$ cat src/rtl/m_minmax_decimator.sv
// Min/max decimator: folds N ADC samples into one (MIN, MAX, CLIP) pair.
// Optional MINMAX_CONNECT_EN seeds each window with the previous last sample.
module m_minmax_decimator #(
  parameter int WIDTH      = 8,
  parameter int RATIO_BITS = 8
) (
  input  logic                  CLK_ADC,
  input  logic                  RST_N,
  input  logic [WIDTH-1:0]      SAMPLE,
  input  logic                  SAMPLE_VALID,
  input  logic [RATIO_BITS-1:0] RATIO,
  input  logic                  RESTART,
  output logic [WIDTH-1:0]      MIN,
  output logic [WIDTH-1:0]      MAX,
  output logic                  CLIP,
  output logic                  OUT_VALID
);

  localparam logic [WIDTH-1:0] ONES = '1;

  logic [RATIO_BITS-1:0] count;
  logic [RATIO_BITS-1:0] n_lat;
  logic [WIDTH-1:0]      acc_min;
  logic [WIDTH-1:0]      acc_max;
  logic                  acc_clip;

  logic                  first;
  logic [RATIO_BITS-1:0] n_new;
  logic [RATIO_BITS-1:0] n_eff;
  logic [RATIO_BITS-1:0] b_count;
  logic [RATIO_BITS:0]   cnt_inc;
  logic [WIDTH-1:0]      b_min;
  logic [WIDTH-1:0]      b_max;
  logic                  b_clip;
  logic [WIDTH-1:0]      s_min;
  logic [WIDTH-1:0]      s_max;
  logic                  s_clip;
  logic                  is_last;
  logic                  emit;
  logic [WIDTH-1:0]      seed_min;
  logic [WIDTH-1:0]      seed_max;

  always_comb begin
    first   = RESTART || (count == '0);
    n_new   = (RATIO == '0) ? {{(RATIO_BITS-1){1'b0}}, 1'b1} : RATIO;
    n_eff   = first ? n_new : n_lat;
    b_count = RESTART ? '0 : count;
    b_min   = RESTART ? ONES : acc_min;
    b_max   = RESTART ? '0 : acc_max;
    b_clip  = RESTART ? 1'b0 : acc_clip;
    s_min   = (SAMPLE < b_min) ? SAMPLE : b_min;
    s_max   = (SAMPLE > b_max) ? SAMPLE : b_max;
    s_clip  = b_clip || (SAMPLE == '0) || (SAMPLE == ONES);
    // extra bit so N = 2^RATIO_BITS-1 compares without wrap
    cnt_inc = {1'b0, b_count} + 1'b1;
    is_last = (cnt_inc == {1'b0, n_eff});
    emit    = SAMPLE_VALID && is_last && !RESTART;
`ifdef MINMAX_CONNECT_EN
    seed_min = SAMPLE;
    seed_max = SAMPLE;
`else
    seed_min = ONES;
    seed_max = '0;
`endif
  end

  always_ff @(posedge CLK_ADC or negedge RST_N) begin
    if (!RST_N) begin
      count     <= '0;
      n_lat     <= {{(RATIO_BITS-1){1'b0}}, 1'b1};
      acc_min   <= ONES;
      acc_max   <= '0;
      acc_clip  <= 1'b0;
      MIN       <= '0;
      MAX       <= '0;
      CLIP      <= 1'b0;
      OUT_VALID <= 1'b0;
    end else begin
      OUT_VALID <= emit;
      if (SAMPLE_VALID) begin
        if (first) n_lat <= n_eff;
        if (emit) begin
          MIN      <= s_min;
          MAX      <= s_max;
          CLIP     <= s_clip;
          count    <= '0;
          acc_min  <= seed_min;
          acc_max  <= seed_max;
          acc_clip <= 1'b0;
        end else if (is_last) begin
          // last sample swallowed by RESTART: start clean
          count    <= '0;
          acc_min  <= ONES;
          acc_max  <= '0;
          acc_clip <= 1'b0;
        end else begin
          count    <= cnt_inc[RATIO_BITS-1:0];
          acc_min  <= s_min;
          acc_max  <= s_max;
          acc_clip <= s_clip;
        end
      end else if (RESTART) begin
        count    <= '0;
        acc_min  <= ONES;
        acc_max  <= '0;
        acc_clip <= 1'b0;
      end
    end
  end

endmodule

$ cat config.mk
export PLATFORM = sky130hd
export DESIGN_NAME = m_minmax_decimator
export DESIGN_NICKNAME = d
export VERILOG_FILES = /design/src/rtl/m_minmax_decimator.sv
export SDC_FILE = /design/constraint.sdc
export NUM_CORES = 1
export LEC_CHECK = 0
export ABC_AREA = 0
export CORE_ASPECT_RATIO = 0.75
export CORE_UTILIZATION = 56
export CTS_CLUSTER_DIAMETER = 30
export DETAILED_ROUTE_END_ITERATION = 6
export GPL_TIMING_DRIVEN = 1
export PLACE_DENSITY = 0.8
export SLEW_MARGIN = 10
export SYNTH_ARGS = -nofsm -noshare
export SYNTH_HDL_FRONTEND = slang
export SYNTH_SLANG_ARGS = --single-unit
$ cat constraint.sdc
create_clock -name CLK_ADC -period 3.35 [get_ports CLK_ADC]
set_clock_uncertainty 0.1 [all_clocks]
set_input_delay 0.67 -clock CLK_ADC [delete_from_list [all_inputs] [get_ports CLK_ADC]]
set_output_delay 0.67 -clock CLK_ADC [all_outputs]
set_load 0.05 [all_outputs]
==> results of run 1 <==
metal layers:
layer  vias to the layer above  wire length [um]
met4                         0                51
met3                         7               502
met5                         -                 0
li1                       1318                 -
met1                      1358              3970
met2                        97              3610
area by class of cell:
cell class / instances / area [um^2]
clock buffer: 8 / 100
fill: 385 / 1360
inverter: 17 / 63.8
multi-input combinational: 237 / 1900
sequential: 51 / 1290
tap: 75 / 93.8
timing repair buffer: 79 / 693
metrics by stage:
stage               instances   util  setup TNS, ps  setup WS [ps]
finish                    467  0.752              0            148
global route              467  0.752              0           66.3
CTS                       467  0.752              0            171
detailed placement        459  0.733          -2920           -137
global placement          459  0.733           -278          -22.4
floorplan                 320      -              0          0.166
cell usage after synthesis (5+ instances only):
master / n / area, um^2
dfrtp_1: 42 / 1050
nand2_1: 28 / 105
mux2_2: 24 / 270
nor2_1: 19 / 71.3
ha_1: 16 / 200
mux2i_1: 16 / 160
a21oi_1: 15 / 75.1
inv_1: 15 / 56.3
clkbuf_1: 11 / 41.3
o21ai_0: 10 / 50.1
dfstp_2: 9 / 236
o22ai_1: 9 / 56.3
a21o_1: 8 / 60.1
nor3_1: 8 / 40.0
a31oi_1: 7 / 43.8
nor2b_1: 7 / 43.8
xnor2_1: 7 / 61.3
mux2_4: 6 / 90.1
a2bb2oi_1: 5 / 43.8
nand3_1: 5 / 25.0
nand4_1: 5 / 31.3
logic make-up after synthesis:
family | count (synthesis) | synth area share
flops | 51 | 0.394
buf+inv | 32 | 0.0409
fa+ha+maj | 16 | 0.0612
compound gates | 79 | 0.176
simple gates | 87 | 0.145
xor+xnor | 9 | 0.0241
mux | 46 | 0.159
power by group through the flow:
| stage | combinational [mW] | sequential [mW] | clock (mW) |
|---|---|---|---|
| floorplan | 0.276 | 0.795 | 0 |
| global placement | 0.508 | 0.736 | 0 |
| detailed placement | 0.525 | 0.739 | 0 |
| CTS | 0.527 | 0.728 | 0.403 |
| global route | 0.573 | 0.737 | 0.424 |
| finish | 0.530 | 0.728 | 0.396 |
repair_timing:
| action | CTS | global route |
|---|---|---|
| resized for setup | 0 | 2 |
| hold endpoints to repair | 0 | 0 |
| setup endpoints to repair | 0 | 8 |
registers in the layout (all words and copies together) (netlist names):
signal,flops
MIN,8
acc_min,8
count,8
acc_max,8
CLIP,1
acc_clip,1
OUT_VALID,1
MAX,8
n_lat,8
worst min-delay path by stage:
stage	end	depth (start not counted)
floorplan	CLIP$_DFFE_PN0P_	0
global placement	n_lat[7]$_DFFE_PN0P_	1
detailed placement	n_lat[7]$_DFFE_PN0P_	1
CTS	n_lat[5]$_DFFE_PN0P_	1
global route	n_lat[5]$_DFFE_PN0P_	1
finish	n_lat[5]$_DFFE_PN0P_	1
==> impl_metrics.json, run 1 <==
{
  "syn_to_final_growth_pct": 26.4,
  "coreArea_um2": 5500,
  "holdWs_ps": 117,
  "synth_edf_count": 0,
  "status": "finished clean",
  "drive_above_1_share": 0.273,
  "crit_path_end": "acc_min[4]$_DFF_PN1_",
  "cts_hold_buf": 0,
  "intPower_mw": 1.13,
  "crit_fanout": 16,
  "drv_slew": 0,
  "power.leakage_nw": 1.84,
  "setup_viol": 0,
  "crit_path_max_incr_delay_ps": 550,
  "path_clk_slew_ps": 100,
  "cp-start-kind": "input port",
  "antenna_found_initial": 0,
  "crit_chain": "clkdlybuf4s50_1 > buf_4 > nor2_1 > ha_1 > a21o_1 > a21o_1 > a21oi_1 > o31a_1 > buf_4 > nor2_1 > a311o_1 > a21o_1",
  "row_count": 23,
  "rsz0062_at_grt": "no",
  "critical_path_buf_inv_count": 3,
  "slew-limit-headroom": 0.662,
  "cp_common_cell": "a21o_1",
  "r2r_end": "MAX[3]$_DFFE_PN0P_",
  "netlist_area_um2": 3270,
  "portBuffers": 37,
  "power.density_nw_per_um2": 400,
  "syn-num-nets": 356,
  "via_per_inst": 5.95,
  "finalHoldViolCount": 0,
  "final_common_cell": "dfrtp_1",
  "critPathSlowestCell": "clkdlybuf4s50_1",
  "tightest_slew_ps": 506,
  "ys_warn_count": 0,
  "grt_use_met2": 0.442,
  "grt_pass1_wl_mm": 13.2,
  "ys_ff_latch": 51,
  "drt-pass1-iter-count": 6,
  "drc_errors": 0,
  "ys_seq_area_frac": 0.394,
  "grtUsageTotal": 0.281,
  "peakVddDrop_mv": 0.250,
  "ys_types": 53,
  "cp.arrival_ps": 3350,
  "clkLatencyLatePin_ps": 310,
  "design_area_um2": 4130,
  "cts-root-buf": "clkbuf_8",
  "layout_common_cells": "dfrtp_1, buf_4, clkdlybuf4s50_1, nand2_1, mux2_2",
  "switching_share": 0.319,
  "grtUsageMet3": 0.0511,
  "cts_buffer_depth": 2,
  "min_period_ps": 3200,
  "routed_wl_mm": 8.14,
  "clkPwrFrac": 0.239,
  "post-cts-setup-buffer-count": 0,
  "cts_sinks": 51,
  "cts_tree": "built",
  "wl_per_cell_um": 17.4,
  "htreeDepth": 2,
  "comb_power_share": 0.320,
  "end_kind": "register",
  "grt_util_met1": 0.407,
  "fp.dieH_um": 68.2,
  "grt_overflow_total": 0,
  "p_sw_mw": 0.528,
  "ant_nets": 0,
  "worstPathRequired_ps": 3490,
  "fin_nets": 427,
  "cap_violations": 0,
  "fmax_mhz": 312,
  "crit_cells": 12,
  "antenna_cells": 0,
  "regToRegStartpoint": "count[3]$_DFF_PN0_",
  "die_w_um": 90.2,
  "vias": 2780,
  "r2r_slack_ps": 430,
  "numCtsBuffers": 5,
  "path_class": "input port to register",
  "async_reset_ff_frac": 1.00,
  "grt_pass1_vias": 2633,
  "power.total_mw": 1.65,
  "min_path_type": "input port to async pin",
  "dp_hpwl_mm": 6.07,
  "crit_family": "compound AO/OA/AOI/OAI gates",
  "drt_iter0_markers": 268,
  "startpoint": "RESTART",
  "start_util": 0.595,
  "pin_count": 38,
  "gp_congestion": 0.872,
  "syn_inst": 320,
  "reg2reg_depth": 8,
  "placed_area_um2": 4030,
  "grt_max_degree": 50,
  "synth_top_flop_cell": "dfrtp_1",
  "fin_crit_sh": 0.956,
  "syn_avg_cell_area_um2": 10.2,
  "die-area_um2": 6150,
  "seq_power_share": 0.441,
  "grt_busiest_layer": "met2"
}
(Power assumes the default switching activity.)
==> run 2, diff against run 1 <==
Settings changed: CORE_ASPECT_RATIO 0.75 to 1.1, CORE_UTILIZATION 56 to 61, PLACE_DENSITY 0.8 to 0.86.
Clock period 3.35 ns to 3.9 ns, I/O delays scaled along.
==> impl_metrics.json, run 2 (same netlist as run 1, synthesis figures left out) <==
{
  "status": "finished clean",
  "dp_hpwl_mm": 5.21,
  "grt_overflow_total": 0,
  "clkPwrFrac": 0.234,
  "start_util": 0.645,
  "hp-start": "MAX[4]$_DFFE_PN0P_",
  "power.density_nw_per_um2": 352,
  "via_per_inst": 6.23,
  "fp.dieH_um": 78.8,
  "vias": 2623,
  "drc_errors": 0,
  "drt-pass1-iter-count": 4,
  "end_kind": "register",
  "regToRegStartpoint": "count[4]$_DFF_PN0_",
  "antenna_cells": 0,
  "path_class": "input port to register",
  "path_clk_slew_ps": 90,
  "numCtsBuffers": 5,
  "layout_common_cells": "dfrtp_1, clkdlybuf4s50_1, nand2_1, mux2_2, nor2_1",
  "routed_wl_mm": 7.16,
  "cp.arrival_ps": 3550,
  "ant_nets": 0,
  "fmax_mhz": 289,
  "grt_pass1_wl_mm": 12.2,
  "wl_per_cell_um": 17.0,
  "coreArea_um2": 5070,
  "seq_power_share": 0.462,
  "cts_hold_buf": 0,
  "fin_nets": 398,
  "cts_resized": 0,
  "grtUsageTotal": 0.276,
  "min_path_cells": 1,
  "htreeDepth": 2,
  "grt_pass1_vias": 2672,
  "comb_power_share": 0.305,
  "portBuffers": 37,
  "finalHoldViolCount": 0,
  "drive_above_1_share": 0.198,
  "slew-limit-headroom": 0.443,
  "clkLatencyLatePin_ps": 300,
  "row_count": 27,
  "cts_sinks": 51,
  "cts-root-buf": "clkbuf_8",
  "reg2reg_depth": 8,
  "drt_iter0_markers": 152,
  "power.leakage_nw": 1.69,
  "power.total_mw": 1.35,
  "intPower_mw": 0.921,
  "worstPathRequired_ps": 3990,
  "post-cts-setup-buffer-count": 0,
  "setup_viol": 0,
  "startpoint": "RESTART",
  "rsz0062_at_grt": "no",
  "min_period_ps": 3460,
  "cap_violations": 0,
  "min_path_type": "register to register",
  "fin_setup_tns_ps": 0,
  "die-area_um2": 5660,
  "syn_to_final_growth_pct": 17.8,
  "p_sw_mw": 0.433,
  "final_common_cell": "dfrtp_1",
  "cts_buffer_depth": 2,
  "die_w_um": 71.8,
  "fin_crit_sh": 0.887,
  "gp_congestion": 0.871,
  "grt_max_degree": 50,
  "crit_fanout": 18,
  "tightest_slew_ps": 836,
  "cp-start-kind": "input port",
  "antenna_found_initial": 0,
  "pin_count": 38,
  "cts_tree": "built",
  "drv_slew": 0,
  "switching_share": 0.320,
  "peakVddDrop_mv": 0.303
}
[run 2: cell count changes in the layout (fill, tap and decap cells not counted), sizes merged]
cell,change
clkbuf,-1
buf,-29
clkinv,+2
inv,-1
[run 2: stage by stage]
stage	hold slack (ps)	utilization	worst slack (ps)	instance area [um^2]	cells
3_3_place_gp	390	0.742	205	3760	413
2_1_floorplan	379	-	21.7	3270	320
4_1_cts	419	0.760	444	3850	421
6_report	415	0.760	442	3850	421
3_5_place_dp	395	0.742	125	3760	413
5_1_grt	434	0.760	301	3850	421
[run 2: path summary, 6_finish.rpt]
kind | endpoint | slack, ps
setup reg to reg | MAX[7]$_DFFE_PN0P_ | 990
setup / recovery | MAX[7]$_DFFE_PN0P_ | 440
min in group asynchronous | n_lat[6]$_DFFE_PN0P_ | 470
hold / removal | MAX[4]$_DFFE_PN0P_ | 410
hold reg to reg | MAX[4]$_DFFE_PN0P_ | 410
max in group asynchronous | acc_min[4]$_DFF_PN1_ | 2430
[run 2: critical path, stage by stage]
cell             delay [ps]
clkdlybuf4s50_1         580
nor2b_1                 100
ha_1                    260
and3_2                  250
xnor2_1                 230
o21ai_0                 140
a22oi_2                 160
nand4_2                 180
nor4_4                  290
buf_12                  210
mux2_2                  350
[run 2: final cells by class]
class | count | area (um^2)
Fill cell | 367 | 1210
Tap cell | 58 | 72.6
Sequential cell | 51 | 1290
Clock buffer | 7 | 86.3
Timing Repair Buffer | 50 | 488
Clock inverter | 1 | 5.00
Multi-Input combinational cell | 237 | 1850
Inverter | 17 | 63.8
[run 2: per-layer routing]
| layer | up-vias | share of wire | GRT usage |
|---|---|---|---|
| met5 | - | 0 | 0 |
| met4 | 0 | 0.021 | 0.116 |
| met3 | 14 | 0.044 | 0.0406 |
| met2 | 77 | 0.53 | 0.499 |
| met1 | 1272 | 0.41 | 0.325 |
| li1 | 1260 | - | - |
[run 2: power by group through the flow]
| stage | Clock [mW] | Combinational [mW] | Sequential [mW] |
|---|---|---|---|
| finish | 0.317 | 0.412 | 0.625 |
| global route | 0.339 | 0.448 | 0.632 |
| CTS | 0.323 | 0.414 | 0.625 |
| detailed placement | 0 | 0.413 | 0.635 |
| global placement | 0 | 0.399 | 0.633 |
| floorplan | 0 | 0.229 | 0.682 |
